[src/rtl/sdram_port_client.sv]
// sdram_port_client: queues read/write commands and issues them one at a time on an sdram controller port.
// Define SDRAM_CLIENT_TIMEOUT_EN to abort commands that never complete and flag timeout_err.
module sdram_port_client #(
  parameter int PORT_ADDR_WIDTH = 21,
  parameter int DATA_WIDTH      = 32,
  parameter int DQM_WIDTH       = 4,
  parameter int FIFO_DEPTH      = 4,
  parameter int REQ_HOLD_CYCLES = 2,
  parameter int TIMEOUT_CYCLES  = 1024
) (
  input  logic                       clk,
  input  logic                       reset_n,
  input  logic                       init_complete,
  input  logic                       req_valid,
  output logic                       req_ready,
  input  logic                       req_we,
  input  logic [PORT_ADDR_WIDTH-1:0] req_addr,
  input  logic [DATA_WIDTH-1:0]      req_data,
  input  logic [DQM_WIDTH-1:0]       req_byte_en,
  output logic                       rsp_valid,
  output logic [DATA_WIDTH-1:0]      rsp_data,
  output logic                       done,
  output logic                       busy,
  output logic                       timeout_err,
  output logic [PORT_ADDR_WIDTH-1:0] port_addr,
  output logic [DATA_WIDTH-1:0]      port_data,
  output logic [DQM_WIDTH-1:0]       port_byte_en,
  output logic                       port_wr,
  output logic                       port_rd,
  input  logic                       port_available,
  input  logic                       port_ready,
  input  logic [DATA_WIDTH-1:0]      port_q
);
  localparam int PW = $clog2(FIFO_DEPTH);
  localparam int CW = PW + 1;
  localparam int HW = $clog2(REQ_HOLD_CYCLES + 1);
  typedef enum logic [1:0] {IDLE, ISSUE, WAIT} state_t;
  state_t state;
  logic                       mem_we   [FIFO_DEPTH];
  logic [PORT_ADDR_WIDTH-1:0] mem_addr [FIFO_DEPTH];
  logic [DATA_WIDTH-1:0]      mem_data [FIFO_DEPTH];
  logic [DQM_WIDTH-1:0]       mem_be   [FIFO_DEPTH];
  logic [PW-1:0] wr_ptr, rd_ptr;
  logic [CW-1:0] count, count_nx;
  logic [HW-1:0] hold;
  logic [DATA_WIDTH-1:0] q_lat;
  logic pending, rdy_q, cur_we, push, pop, rise, fin;
  assign push     = req_valid && req_ready;
  assign pop      = state == IDLE && count != '0 && init_complete && port_available;
  assign count_nx = count + CW'(push) - CW'(pop);
  assign rise     = port_ready && !rdy_q;
  // a completion edge on the final hold cycle counts the same as one latched earlier
  assign fin      = (state == WAIT && rise) || (state == ISSUE && hold == '0 && (pending || rise));
  assign busy     = state != IDLE || count != '0;
  always_ff @(posedge clk) begin
    if (push) begin
      mem_we[wr_ptr]   <= req_we;
      mem_addr[wr_ptr] <= req_addr;
      mem_data[wr_ptr] <= req_data;
      mem_be[wr_ptr]   <= req_byte_en;
    end
  end
  always_ff @(posedge clk or negedge reset_n) begin
    if (!reset_n) begin
      wr_ptr    <= '0;
      rd_ptr    <= '0;
      count     <= '0;
      req_ready <= 1'b1;
    end else begin
      if (push) wr_ptr <= wr_ptr + PW'(1);
      if (pop) rd_ptr <= rd_ptr + PW'(1);
      count     <= count_nx;
      req_ready <= count_nx != CW'(FIFO_DEPTH);
    end
  end
`ifdef SDRAM_CLIENT_TIMEOUT_EN
  localparam int TW = $clog2(TIMEOUT_CYCLES + 1);
  logic [TW-1:0] tcnt;
`else
  assign timeout_err = TIMEOUT_CYCLES < 0;
`endif
  always_ff @(posedge clk or negedge reset_n) begin
    if (!reset_n) begin
      state        <= IDLE;
      hold         <= '0;
      pending      <= 1'b0;
      rdy_q        <= 1'b0;
      cur_we       <= 1'b0;
      q_lat        <= '0;
      port_addr    <= '0;
      port_data    <= '0;
      port_byte_en <= '0;
      port_wr      <= 1'b0;
      port_rd      <= 1'b0;
      rsp_valid    <= 1'b0;
      rsp_data     <= '0;
      done         <= 1'b0;
`ifdef SDRAM_CLIENT_TIMEOUT_EN
      tcnt         <= '0;
      timeout_err  <= 1'b0;
`endif
    end else begin
      rdy_q     <= port_ready;
      done      <= fin;
      rsp_valid <= fin && !cur_we;
      if (fin && !cur_we) rsp_data <= pending ? q_lat : port_q;
      case (state)
        IDLE: if (pop) begin
          state        <= ISSUE;
          hold         <= HW'(REQ_HOLD_CYCLES - 1);
          pending      <= 1'b0;
          cur_we       <= mem_we[rd_ptr];
          port_addr    <= mem_addr[rd_ptr];
          port_data    <= mem_data[rd_ptr];
          port_byte_en <= mem_be[rd_ptr];
          port_wr      <= mem_we[rd_ptr];
          port_rd      <= !mem_we[rd_ptr];
        end
        ISSUE: begin
          if (rise && !pending) begin
            pending <= 1'b1;
            q_lat   <= port_q;
          end
          if (hold == '0) begin
            port_wr      <= 1'b0;
            port_rd      <= 1'b0;
            port_addr    <= '0;
            port_data    <= '0;
            port_byte_en <= '0;
            state        <= fin ? IDLE : WAIT;
          end else hold <= hold - HW'(1);
        end
        WAIT: if (rise) state <= IDLE;
        default: state <= IDLE;
      endcase
`ifdef SDRAM_CLIENT_TIMEOUT_EN
      tcnt <= state == IDLE ? '0 : tcnt + TW'(1);
      if (state != IDLE && !fin && tcnt == TW'(TIMEOUT_CYCLES - 1)) begin
        state        <= IDLE;
        port_wr      <= 1'b0;
        port_rd      <= 1'b0;
        port_addr    <= '0;
        port_data    <= '0;
        port_byte_en <= '0;
        done         <= 1'b1;
        timeout_err  <= 1'b1;
      end
`endif
    end
  end
endmodule

[config.mk]
export PLATFORM = sky130hd
export DESIGN_NAME = sdram_port_client
export DESIGN_NICKNAME = d
export VERILOG_FILES = /design/src/rtl/sdram_port_client.sv
export SDC_FILE = /design/constraint.sdc
export NUM_CORES = 1
export LEC_CHECK = 0
export CAP_MARGIN = 40
export CORE_MARGIN = 1.5
export CORE_UTILIZATION = 25
export DETAILED_ROUTE_END_ITERATION = 16
export GPL_TIMING_DRIVEN = 0
export PLACE_DENSITY_LB_ADDON = 0.08
export SYNTH_ARGS = -nofsm -noshare
export SYNTH_HDL_FRONTEND = slang
export SYNTH_SLANG_ARGS = --single-unit
[constraint.sdc]
create_clock -name clk -period 2.7 [get_ports clk]
set_clock_uncertainty 0.05 [all_clocks]
set_input_delay 0.81 -clock clk [delete_from_list [all_inputs] [get_ports clk]]
set_output_delay 0.81 -clock clk [all_outputs]
set_load 0.02 [all_outputs]
# After elaboration in Yosys (flattened, before gate mapping)
# Memories as Yosys holds them, arrays and structs flattened.
# Cells that the tools add are included.
[op_classes] addsub=5 n_reduce_logical=28 n_mux=27 n_eq_ne=8
[op_table] operator="$mux 32" count=3
[op_table] operator="$pmux 32 s2" count=1
[op_table] operator="$mux 21" count=2
[op_table] operator="$pmux 21 s2" count=1
[op_table] operator="$reduce_and 3->1" count=4
[op_table] operator="$logic_and 1x1->1" count=10
[op_table] operator="$mux 2" count=5
[op_table] operator="$mux 4" count=2
[op_table] operator="$pmux 4 s2" count=1
[op_table] operator="$mux 1" count=7
[op_table] operator="$ne 2x2->1 const B" count=3
[op_table] operator="$pmux 1 s2" count=3
[op_table] operator="$pmux 2 s3" count=1
[op_table] operator="$add 2x1->2 const B" count=2
[op_table] operator="$logic_not 1->1" count=4
[op_table] operator="$logic_not 2->1" count=2
[op_table] operator="$ne 2x1->1 const B" count=2
[op_table] operator="$pmux 2 s2" count=1
[op_table] operator="$reduce_and 2->1" count=2
[op_table] operator="$reduce_bool 2->1" count=2
[op_table] operator="$add 3x1->3" count=1
[op_table] operator="$logic_or 1x1->1" count=3
[op_table] operator="$ne 3x3->1 const B" count=1
[op_table] operator="$reduce_bool 3->1" count=1
[op_table] operator="4 further kinds" count=4
[word_totals] memories=4 out_inout_bits=96 wordCells=90 ramBits=232 ff_bits=140
[mem_list] memory="mem_data" depth=4 word_bits=32 rd=1 rd_ports_with_merged_regs=0 write_ports=1 line="41" text="logic [DATA_WIDTH-1:0] mem_data [FIFO_DEPTH];"
[mem_list] memory="mem_addr" depth=4 word_bits=21 rd=1 rd_ports_with_merged_regs=0 write_ports=1 line="40" text="logic [PORT_ADDR_WIDTH-1:0] mem_addr [FIFO_DEPTH];"
[mem_list] memory="mem_be" depth=4 word_bits=4 rd=1 rd_ports_with_merged_regs=0 write_ports=1 line="42" text="logic [DQM_WIDTH-1:0] mem_be [FIFO_DEPTH];"
[mem_list] memory="mem_we" depth=4 word_bits=1 rd=1 rd_ports_with_merged_regs=0 write_ports=1 line="39" text="logic mem_we [FIFO_DEPTH];"

# Depth between registers and ports, before layout
# Gate-level depths: netlist of the first run.
[logic_depth] ltp_word=8 ltp_mapped=11 depth_no_buf=10

# Least setup slack after synthesis of the first run
# No wires, ideal clock.
[synth_timing] path_type="input port to flip-flop" startpoint="input port req_valid" endpoint="memory mem_addr[0][0], enable pin" t_arrival_ps=2229 path_slack_ps=-2 setup_time_ps=422 path_buffers=0 path_stages=1 cell_sequence="and3_1"
[synth_between] elab_chain_cells=3
[synth_lines] item="start: declaration" line="14" text="input logic req_valid,"
[synth_lines] item="$logic_and 1x1->1" line="48" text="assign push = req_valid && req_ready;"
[synth_lines] item="$mux 1" line="56" text="if (push) begin"
[synth_lines] item="$mux 1 (implied by the code)" line="58" text="mem_addr[wr_ptr] <= req_addr;"
[synth_lines] item="end: declaration" line="40"
# Every way passes these cells.

# Final worst setup path of the first run
[layout_timing] startpoint="register req_ready" endpoint="output port req_ready"
[layout_rtl] item="start: declaration" line="15" text="output logic req_ready,"
[layout_rtl] item="start signal: assignment" line="73" text="req_ready <= count_nx != CW'(FIFO_DEPTH);"
# No word-level cell between the ends.

==> run metrics, run 1 <==
setup TNS 0 ns; first-pass GRT wire length 54.76 mm; Initial Utilization 0.2528; area grow syn2layout 30.84%; WS Path Type register to output port; vias just under 8,000; max-slew violation count 0; list of most frequent post-synthesis cells edfxtp_1 (232), dfrtp_1 (139), nand2_1 (125), mux2_2 (98), nand3_1 (60); drt via density approximately 4.2; Hold Fails Final Rpt 0; fin crit share 0.9763; crit path buf inv count 1; Synth Register Bits approximately 370; Core Area 56,280 sq um; ant diodes 0; synth top area cells edfxtp_1 (49%), dfrtp_1 (24%), mux4_2 (9.2%); Die Area 58,340 sq um; Tightest Pin Transition 0.7810 ns; EDFF count, synth 232; clk buf depth 3; top-count cell post-synth edfxtp_1; yosys warns 0; Seq/Total Area, Yosys 0.7361; dpl hpwl 22.95 mm; Syn Area/Cell about 18 sq um; initial antenna violation count 7; CP Launch Type register; PwrDens 1111 nW/um^2; Crit Path Max Fanout 6; leakage 0.006909 uW; WL final roughly 36 mm; Clock Tree Root clkbuf_16; clock-pin transition on the worst setup and hold timing paths 0.06 ns; status finished, final reports clean; Post-Syn Instances 801; Die Span X 241.5 microns; max incr delay on CP around 0.64 ns; maxcap violations 0; setup violators final 0; gp weighted congestion about 0.67; GRT overflow 0; H-tree Lvls 2; # clock sinks 372; Peak VDD IR roughly 450 uV; worst hold-check path type input port to asynchronous set/reset pin; wire length per cell 19.83 microns; share of layout cells above drive strength 1 0.2398; # fillers ~5,500; CTS tree built; unique cell type count in the Yosys netlist 33; Post-DRT Antenna Nets 0; Yosys top cell area share 0.4897; WHS 0.1244 ns; Final Net Count roughly 1,100; syn nets 905; CTS Hold Bufs 0; Rows 87; delay-heaviest family, CP buffers and inverters; Fmax around 0.38 GHz; pin count of the biggest net entering global routing 86; ys async rst share 0.3763; crit path max-delay cell type clkdlybuf4s50_1; reg-to-reg startpoint count[2]$_DFF_PN0_; IO Port Bufs 190; Worst-Skew Late Latency 0.57 ns; GRT Total Usage 0.1261; Slew headroom 0.4794; DR pass1 iterations 4; RSZ-0062 raised after global routing false; area leader, netlist edfxtp_1; IO Count 192; Remaining DRCs 0; CP arrival 1.78 ns; Die Height 241.5 microns; Num CTS Buffers 45; CP startpoint req_ready$_DFF_PN1_; number of global-route vias before repair roughly 8,400; CP cell instances clkdlybuf4s50_1; Crit. End Element output port; Post-synth top flop edfxtp_1; Critical Path RT 1.84 ns; fin crit period 2.636 ns; drt first-iter violations 318; synthesized cell area ~14,000 sq um; Final Total Pwr 20,670 uW
registers in the layout, summed over array words and instances (netlist names), 2 cells and up:
register / flops
mem_be: 16
q_lat: 32
hold: 2
rd_ptr: 2
mem_we: 4
port_addr: 21
port_byte_en: 4
mem_data: 128
mem_addr: 84
rsp_data: 32
wr_ptr: 2
state: 2
port_data: 32
count: 3
power breakdown:
| group | internal (uW) | switching (uW) | total (uW) | leakage, uW |
|---|---|---|---|---|
| Sequential | 7740 | 642 | 8380 | 0.00387 |
| Combinational | 3240 | 3490 | 6730 | 0.00237 |
| Clock | 3220 | 2340 | 5560 | 0.000664 |
| Total | 14200 | 6480 | 20700 | 0.00691 |
logic make-up after synthesis:
family	after synthesis	share of synthesized area
DFF	372	0.7361
and+or+nand+nor	201	0.06227
muxes	156	0.1694
buffers and inverters	52	0.01733
adders and majority gates	8	0.007564
AOI/OAI and AO/OA	6	0.004046
xor gates and xnor gates	5	0.003078
other	1	0.0002636
stage by stage:
step           cell area (sq um)  cells  setup slack (ns)    util
5_1_grt                    18610   1836           0.01248  0.3308
3_3_place_gp               17070   1747            -6.233  0.3034
6_report                   18610   1836           0.06400  0.3308
4_1_cts                    18610   1837         -0.008545  0.3307
3_5_place_dp               17230   1752            -1.188  0.3061
2_1_floorplan              14230    801         -0.001586       -
layer usage:
metal / GRT usage / up-vias / part of all wire
li1: - / 3503 / -
met1: 0.1590 / 3939 / 0.43
met2: 0.2056 / 171 / 0.47
met3: 0.04040 / 62 / 0.068
met4: 0.03903 / 12 / 0.022
met5: 0 / - / 0.0020
cell type report:
type | instances | area [sq um] | area share
Clock inverter | 17 | 93.84 | 0.005041
Clock buffer | 66 | 1255 | 0.06742
Timing Repair Buffer | 197 | 2054 | 0.1104
Buffer | 43 | 212.7 | 0.01143
Inverter | 8 | 37.54 | 0.002017
Sequential cell | 372 | 10470 | 0.5625
Multi-Input combinational cell | 377 | 3543 | 0.1904
Tap cell | 756 | 945.9 | 0.05082
cell usage in the layout (no fill, tap or decap), types with 4 or more instances in the layout:
cell             instances
inv_1                    7
nand3_1                 60
buf_16                   4
clkinv_1                 4
clkdlybuf4s50_1        188
xnor2_1                  4
clkbuf_8                 5
mux4_2                  58
buf_4                    5
mux2_2                  98
and3_4                   4
clkbuf_1                36
edfxtp_1               232
buf_2                   11
clkinv_2                 9
nand2_1                125
dfrtp_1                139
ha_1                     7
buf_1                    5
clkbuf_16               45
buf_6                    4
what timing repair did:
action                                  4_1_cts  5_1_grt
resized for setup                             7        4
endpoints found under the setup margin        5        2
pin swaps                                     1        2
buffers inserted                              2        0
worst paths after layout:
path / end / slack (ns) / depth (start not counted)
setup / recovery: req_ready / 0.06 / 1
hold / removal: rsp_data[2]$_DFFE_PN0P_ / 0.12 / 1
setup reg to reg: req_ready$_DFF_PN1_ / 0.24 / 11
hold reg to reg: port_data[17]$_DFFE_PN0P_ / 0.44 / 2
max in group asynchronous: port_addr[6]$_DFFE_PN0P_ / 1.61 / 2
min in group clk: port_data[17]$_DFFE_PN0P_ / 0.44 / 2
No activity file was read; power rests on OpenSTA's default activity.
==> inputs of run 2 (changes only) <==
--- a/config.mk
+++ b/config.mk
@@ -5,10 +5,11 @@
 export SDC_FILE = /design/constraint.sdc
 export NUM_CORES = 1
 export LEC_CHECK = 0
-export CAP_MARGIN = 40
+export CAP_MARGIN = 0
 export CORE_MARGIN = 1.5
 export CORE_UTILIZATION = 25
 export DETAILED_ROUTE_END_ITERATION = 16
+export DONT_BUFFER_PORTS = 1
 export GPL_TIMING_DRIVEN = 0
 export PLACE_DENSITY_LB_ADDON = 0.08
 export SYNTH_ARGS = -nofsm -noshare
==> run metrics, run 2 (synthesis results as in run 1) <==
Die Area 58,340 sq um (unchanged); Crit. End Element register (was output port); fin crit share 0.9095 (was 0.9763); Flop pwr share 0.470 (was 0.405); clk buf depth 3 (unchanged); Inst Count DP 1,561 (was 1,752); Num CTS Buffers 45 (unchanged); reg-to-reg startpoint count[2]$_DFF_PN0_ (unchanged); Tightest Pin Transition 0.8288 ns (was 0.7810 ns); crit path max-delay cell type dfrtp_1 (was clkdlybuf4s50_1); CP Launch Type register (unchanged); initial antenna violation count 1 (was 7); CTS tree built (unchanged); Die Span X 241.5 microns (unchanged); CP Capture Point req_ready$_DFF_PN1_ (was req_ready); Die Height 241.5 microns (unchanged); setup TNS 0 ns (unchanged); DR pass1 iterations 4 (unchanged); H-tree Lvls 2 (unchanged); GRT overflow 0 (unchanged); delay-heaviest family, CP adder cells (was buffers and inverters); cell-internal power 13,430 uW (was 14,200 uW); RSZ-0062 raised after global routing false (unchanged); status finished, violations left (was finished, final reports clean); pre-CTS setup slack -0.7400 ns (was -1.188 ns); commonest non-fill, non-tap cell in the layout edfxtp_1 (unchanged); FF-to-FF End req_ready$_DFF_PN1_ (unchanged); Remaining DRCs 0 (unchanged); cell count of the worst reg-to-reg path 11 (unchanged); r2r setup slk 0.24 ns (about the same); worst hold-check path type input port to asynchronous set/reset pin (unchanged); Peak VDD IR 462.4 uV (was 451.9 uV); # clock sinks 372 (unchanged); CP Depth 11 (was 1); max incr delay on CP 0.39 ns (was 0.64 ns); Post-DRT Antenna Nets 0 (unchanged); first-pass GRT wire length 54.61 mm (was 54.76 mm); IO Count 192 (unchanged); share of layout cells above drive strength 1 0.2888 (was 0.2398); clock group share of total power 0.301 (was 0.269); CP cell instances nor3_2 -> nand4b_1 -> buf_6 -> clkinv_8 -> ha_1 -> inv_1 -> ha_1 -> fa_2 -> xnor2_1 -> xnor2_1 -> nand2_1 (was clkdlybuf4s50_1); Largest regs mem_data (128), mem_addr (84) (unchanged); wire length per cell 22.13 microns (was 19.83 microns); Rows 87 (unchanged); Biggest register mem_data (unchanged); WHS -0.1083 ns (was 0.1244 ns); CP arrival 2.89 ns (was 1.78 ns); Crit Path Max Fanout 15 (was 6); WL final 36.43 mm (was 36.41 mm); Initial Utilization 0.2528 (unchanged); crit path buf inv count 3 (was 1); DP Area 15,300 sq um (was 17,230 sq um); PnR worst setup slack 0.2443 ns (was 0.06400 ns); cell area after layout 16,780 sq um (was 18,610 sq um); failing checks negative hold slack; Switch Pwr 6308 uW (was 6476 uW); Sw Ratio 0.3196 (was 0.3132); max FFs per register 128 (unchanged); PwrDens 1176 nW/um^2 (was 1111 nW/um^2); drt via density 4.242 (was 4.187); Core Area 56,280 sq um (unchanged); CP startpoint count[2]$_DFF_PN0_ (was req_ready$_DFF_PN1_); maxcap violations 0 (unchanged); max-slew violation count 0 (unchanged); IO Port Bufs 0 (was 190); pin count of the biggest net entering global routing 141 (was 86); Fmax 0.4072 GHz (was 0.3794 GHz); most frequent cells in the layout edfxtp_1 (232), dfrtp_1 (139), nand2_1 (125) (was edfxtp_1 (232), clkdlybuf4s50_1 (188), dfrtp_1 (139)); Finished Layout Cells 1,646 (was 1,836); Final Net Count 958 (was 1,148); area grow syn2layout 17.93% (was 30.84%); Clock Tree Root clkbuf_16 (unchanged); dpl hpwl 22.55 mm (was 22.95 mm); GRT Total Usage 0.1269 (was 0.1261); part of the power in combinational logic 0.229 (was 0.326); gp weighted congestion 0.6869 (was 0.6713); fin crit period 2.456 ns (was 2.636 ns); Hold Fails Final Rpt 139 (was 0); Worst-Skew Late Latency 0.57 ns (about the same); drt first-iter violations 334 (was 318); setup violators final 0 (unchanged); Critical Path RT 3.13 ns (was 1.84 ns); Slew headroom 0.4475 (was 0.4794); clock-pin transition on the worst setup and hold timing paths 0.06 ns (about the same); leakage 0.006214 uW (was 0.006909 uW); vias 6,983 (was 7,687); WS Path Type register to register (was register to output port); number of global-route vias before repair 7,762 (was 8,353); ant diodes 0 (unchanged)
-- run 2: cell count changes in the layout (fill, tap and decap cells not counted), sizes merged --
cell,before,now
clkdlybuf4s50,188,0
bufinv,0,3
buf,31,30
clkbuf,86,87
dlygate4sd2,1,0
clkinv,14,11
clkinvlp,1,0
-- run 2: area by class of cell --
class	instances	area [sq um]
fillers	5652	39500
flip-flops and latches	372	10470
multi-input cells	377	3536
clock buffers	67	1270
well taps	756	945.9
plain buffers	43	212.7
clock inverters	16	162.7
repair buffers	7	136.4
inverters	8	42.54
-- run 2: repair_timing --
item	CTS	global route
pin swaps	2	5
buffers inserted	2	1
endpoints found under the hold margin	139	139
setup endpoints to repair	4	2
gates resized for setup	9	1
-- run 2: worst min path at each step --
stage | startpoint | to | slack [ns] | cells past startpoint
6_report | reset_n | q_lat[2]$_DFFE_PN0P_ | -0.11 | 0
5_1_grt | reset_n | q_lat[31]$_DFFE_PN0P_ | -0.16 | 0
4_1_cts | reset_n | q_lat[2]$_DFFE_PN0P_ | -0.16 | 0
3_5_place_dp | q_lat[25]$_DFFE_PN0P_ | q_lat[25]$_DFFE_PN0P_ | 0.44 | 1
3_3_place_gp | q_lat[24]$_DFFE_PN0P_ | q_lat[24]$_DFFE_PN0P_ | 0.43 | 1
2_1_floorplan | hold[1]$_DFFE_PN0P_ | hold[1]$_DFFE_PN0P_ | 0.42 | 2
-- run 2: layer usage --
layer  GRT usage  vias up  share of wire
met3     0.05505       58          0.094
met1      0.1542     3626           0.42
met2      0.2047      180           0.47
met4     0.03552        0          0.021
li1            -     3119              -
met5           0        -              0
-- run 2: power by group through the flow --
stage	combinational, uW	clock [uW]	sequential, uW
finish	4530	5940	9270
global placement	4570	0	9520
CTS	4750	6160	9320
global route	5090	6410	9470
detailed placement	4710	0	9420
floorplan	3370	0	9080
-- run 2: metrics by stage --
stage	power, uW	util
global route	20980	0.2981
global placement	14090	0.2696
finish	19740	0.2981
CTS	20240	0.2984
detailed placement	14130	0.2719
floorplan	12460	-
==> inputs of run 3 (changes only) <==
--- a/config.mk
+++ b/config.mk
@@ -6,10 +6,12 @@
 export NUM_CORES = 1
 export LEC_CHECK = 0
 export CAP_MARGIN = 0
+export CORE_ASPECT_RATIO = 1.75
 export CORE_MARGIN = 1.5
 export CORE_UTILIZATION = 25
 export DETAILED_ROUTE_END_ITERATION = 16
 export DONT_BUFFER_PORTS = 1
+export GPL_ROUTABILITY_DRIVEN = 0
 export GPL_TIMING_DRIVEN = 0
 export PLACE_DENSITY_LB_ADDON = 0.08
 export SYNTH_ARGS = -nofsm -noshare
==> run metrics, run 3 (synthesis results as in run 1) <==
WL final 36.68 mm (was 36.43 mm); fin crit share 0.9225 (was 0.9095); Slew headroom 0.4583 (was 0.4475); Finished Layout Cells 1,645 (was 1,646); clock-pin transition on the worst setup and hold timing paths 0.06 ns (about the same); Hold Fails Final Rpt 139 (unchanged); Largest regs mem_data (128), mem_addr (84) (unchanged); DR pass1 iterations 4 (unchanged); setup TNS 0 ns (unchanged); # fillers 5,588 (was 5,652); Peak VDD IR 503.0 uV (was 462.4 uV); GRT Total Usage 0.1282 (was 0.1269); first-pass GRT wire length 54.10 mm (was 54.61 mm); Post-DRT Antenna Nets 0 (unchanged); FF-to-FF End req_ready$_DFF_PN1_ (unchanged); wire length per cell 22.30 microns (was 22.13 microns); reg-to-reg startpoint count[0]$_DFF_PN0_ (was count[2]$_DFF_PN0_); share of layout cells above drive strength 1 0.2960 (was 0.2888); Biggest register mem_data (unchanged); Die Span X 183.3 microns (was 241.5 microns); CP arrival 2.91 ns (was 2.89 ns); Num CTS Buffers 40 (was 45); CP Launch Type register (unchanged); number of global-route vias before repair 7,941 (was 7,762); DP Area 15,290 sq um (was 15,300 sq um); max FFs per register 128 (unchanged); setup violators final 0 (unchanged); Final Net Count 957 (was 958); ant diodes 0 (unchanged); drt first-iter violations 278 (was 334); Critical Path RT 3.12 ns (was 3.13 ns); Tightest Pin Transition 0.8125 ns (was 0.8288 ns); clk buf depth 3 (unchanged); Core Util, Final 0.2986 (was 0.2981); cell area after layout 16,800 sq um (was 16,780 sq um); Core Area 56,260 sq um (was 56,280 sq um); IO Port Bufs 0 (unchanged); H-tree Lvls 2 (unchanged); max-slew violation count 0 (unchanged); initial antenna violation count 0 (was 1); vias 7,017 (was 6,983); Crit. End Element register (unchanged); failing checks negative hold slack (unchanged); cell count of the worst reg-to-reg path 11 (unchanged); Rows 115 (was 87); r2r setup slk 0.21 ns (was 0.24 ns); GRT overflow 0 (unchanged); WS Path Type register to register (unchanged); Initial Utilization 0.2529 (was 0.2528); IO Count 192 (unchanged); Crit Path Max Fanout 8 (was 15); Inst Count DP 1,565 (was 1,561); status finished, violations left (unchanged); fin crit period 2.491 ns (was 2.456 ns); worst hold-check path type input port to asynchronous set/reset pin (unchanged); Remaining DRCs 0 (unchanged); Clock Tree Root clkbuf_16 (unchanged); leakage 0.006213 uW (was 0.006214 uW); # clock sinks 372 (unchanged); commonest non-fill, non-tap cell in the layout edfxtp_1 (unchanged); RSZ-0062 raised after global routing false (unchanged); Die Area 58,400 sq um (was 58,340 sq um); PwrDens 1177 nW/um^2 (was 1176 nW/um^2); WHS -0.09374 ns (was -0.1083 ns); pin count of the biggest net entering global routing 141 (unchanged); CTS tree built (unchanged); area grow syn2layout 18.09% (was 17.93%); Fmax 0.4015 GHz (was 0.4072 GHz); dpl hpwl 23.06 mm (was 22.55 mm); most frequent cells in the layout edfxtp_1 (232), dfrtp_1 (139), nand2_1 (125) (unchanged); maxcap violations 0 (unchanged); Die Height 318.6 microns (was 241.5 microns); drt via density 4.266 (was 4.242); Worst-Skew Late Latency 0.56 ns (was 0.57 ns)
run 3: cell types whose count changed in the layout (fill, tap and decap cells not counted), moves of 3 or more:
cell        delta
bufinv_16      +4
clkinvlp_4     +3
buf_4          +4
clkbuf_1       -9
clkbuf_16      -5
clkinv_2       -3
run 3: metrics by stage:
step                      worst slack (ns)  power (uW)
after floorplan                  -0.001586       12460
after global placement              -1.765       14080
after detailed placement           -0.7799       14120
after CTS                         0.009116       20290
after global routing              0.005942       20970
final                               0.2091       19780
run 3: layout make-up:
cell class / count / area [sq um] / area share
Buffer: 44 / 227.7 / 0.01355
Clock buffer: 53 / 1111 / 0.06614
Clock inverter: 21 / 305.3 / 0.01817
Inverter: 8 / 31.28 / 0.001862
Multi-Input combinational cell: 377 / 3562 / 0.2120
Sequential cell: 372 / 10470 / 0.6233
Tap cell: 760 / 950.9 / 0.05660
Timing Repair Buffer: 10 / 140.1 / 0.008341
run 3: how the worst max path moves through the flow:
stage	from	endpoint	slack [ns]	depth (start not counted)
after floorplan	req_valid	mem_addr[0][0]$_DFFE_PP_	-0.002	1
after global placement	req_valid	mem_data[3][29]$_DFFE_PP_	-1.77	1
after detailed placement	count[0]$_DFF_PN0_	req_ready$_DFF_PN1_	-0.78	11
after CTS	count[2]$_DFF_PN0_	req_ready$_DFF_PN1_	0.009	11
after global routing	count[0]$_DFF_PN0_	req_ready$_DFF_PN1_	0.006	11
final	count[0]$_DFF_PN0_	req_ready$_DFF_PN1_	0.21	11
run 3: where the power goes:
part	internal (uW)	total (uW)	switching [uW]
clock network	3590	5940	2360
registers	7730	9270	1540
logic	2180	4570	2390
total	13500	19800	6280
run 3: critical path, cell delays in order (launching register included):
cell,delay (ns)
dfrtp_1,0.41
nor3_4,0.24
nand4b_1,0.22
clkinv_2,0.10
buf_8,0.15
ha_4,0.25
inv_1,0.04
ha_1,0.18
fa_2,0.35
xnor2_2,0.15
xnor2_1,0.19
nand2_1,0.08
run 3: routing by layer:
layer  share of wire  GRT usage  vias to the layer above
li1                -          -                     3104
met1            0.37     0.1358                     3655
met2            0.52     0.2315                      206
met3           0.088    0.04632                       52
met4           0.026    0.04463                        0
met5               0          0                        -
run 3: repair_timing:
action	CTS	global route
setup endpoints to repair	4	2
resized for setup	6	4
pin swaps	1	5
setup buffers	3	3
hold endpoints to repair	139	139
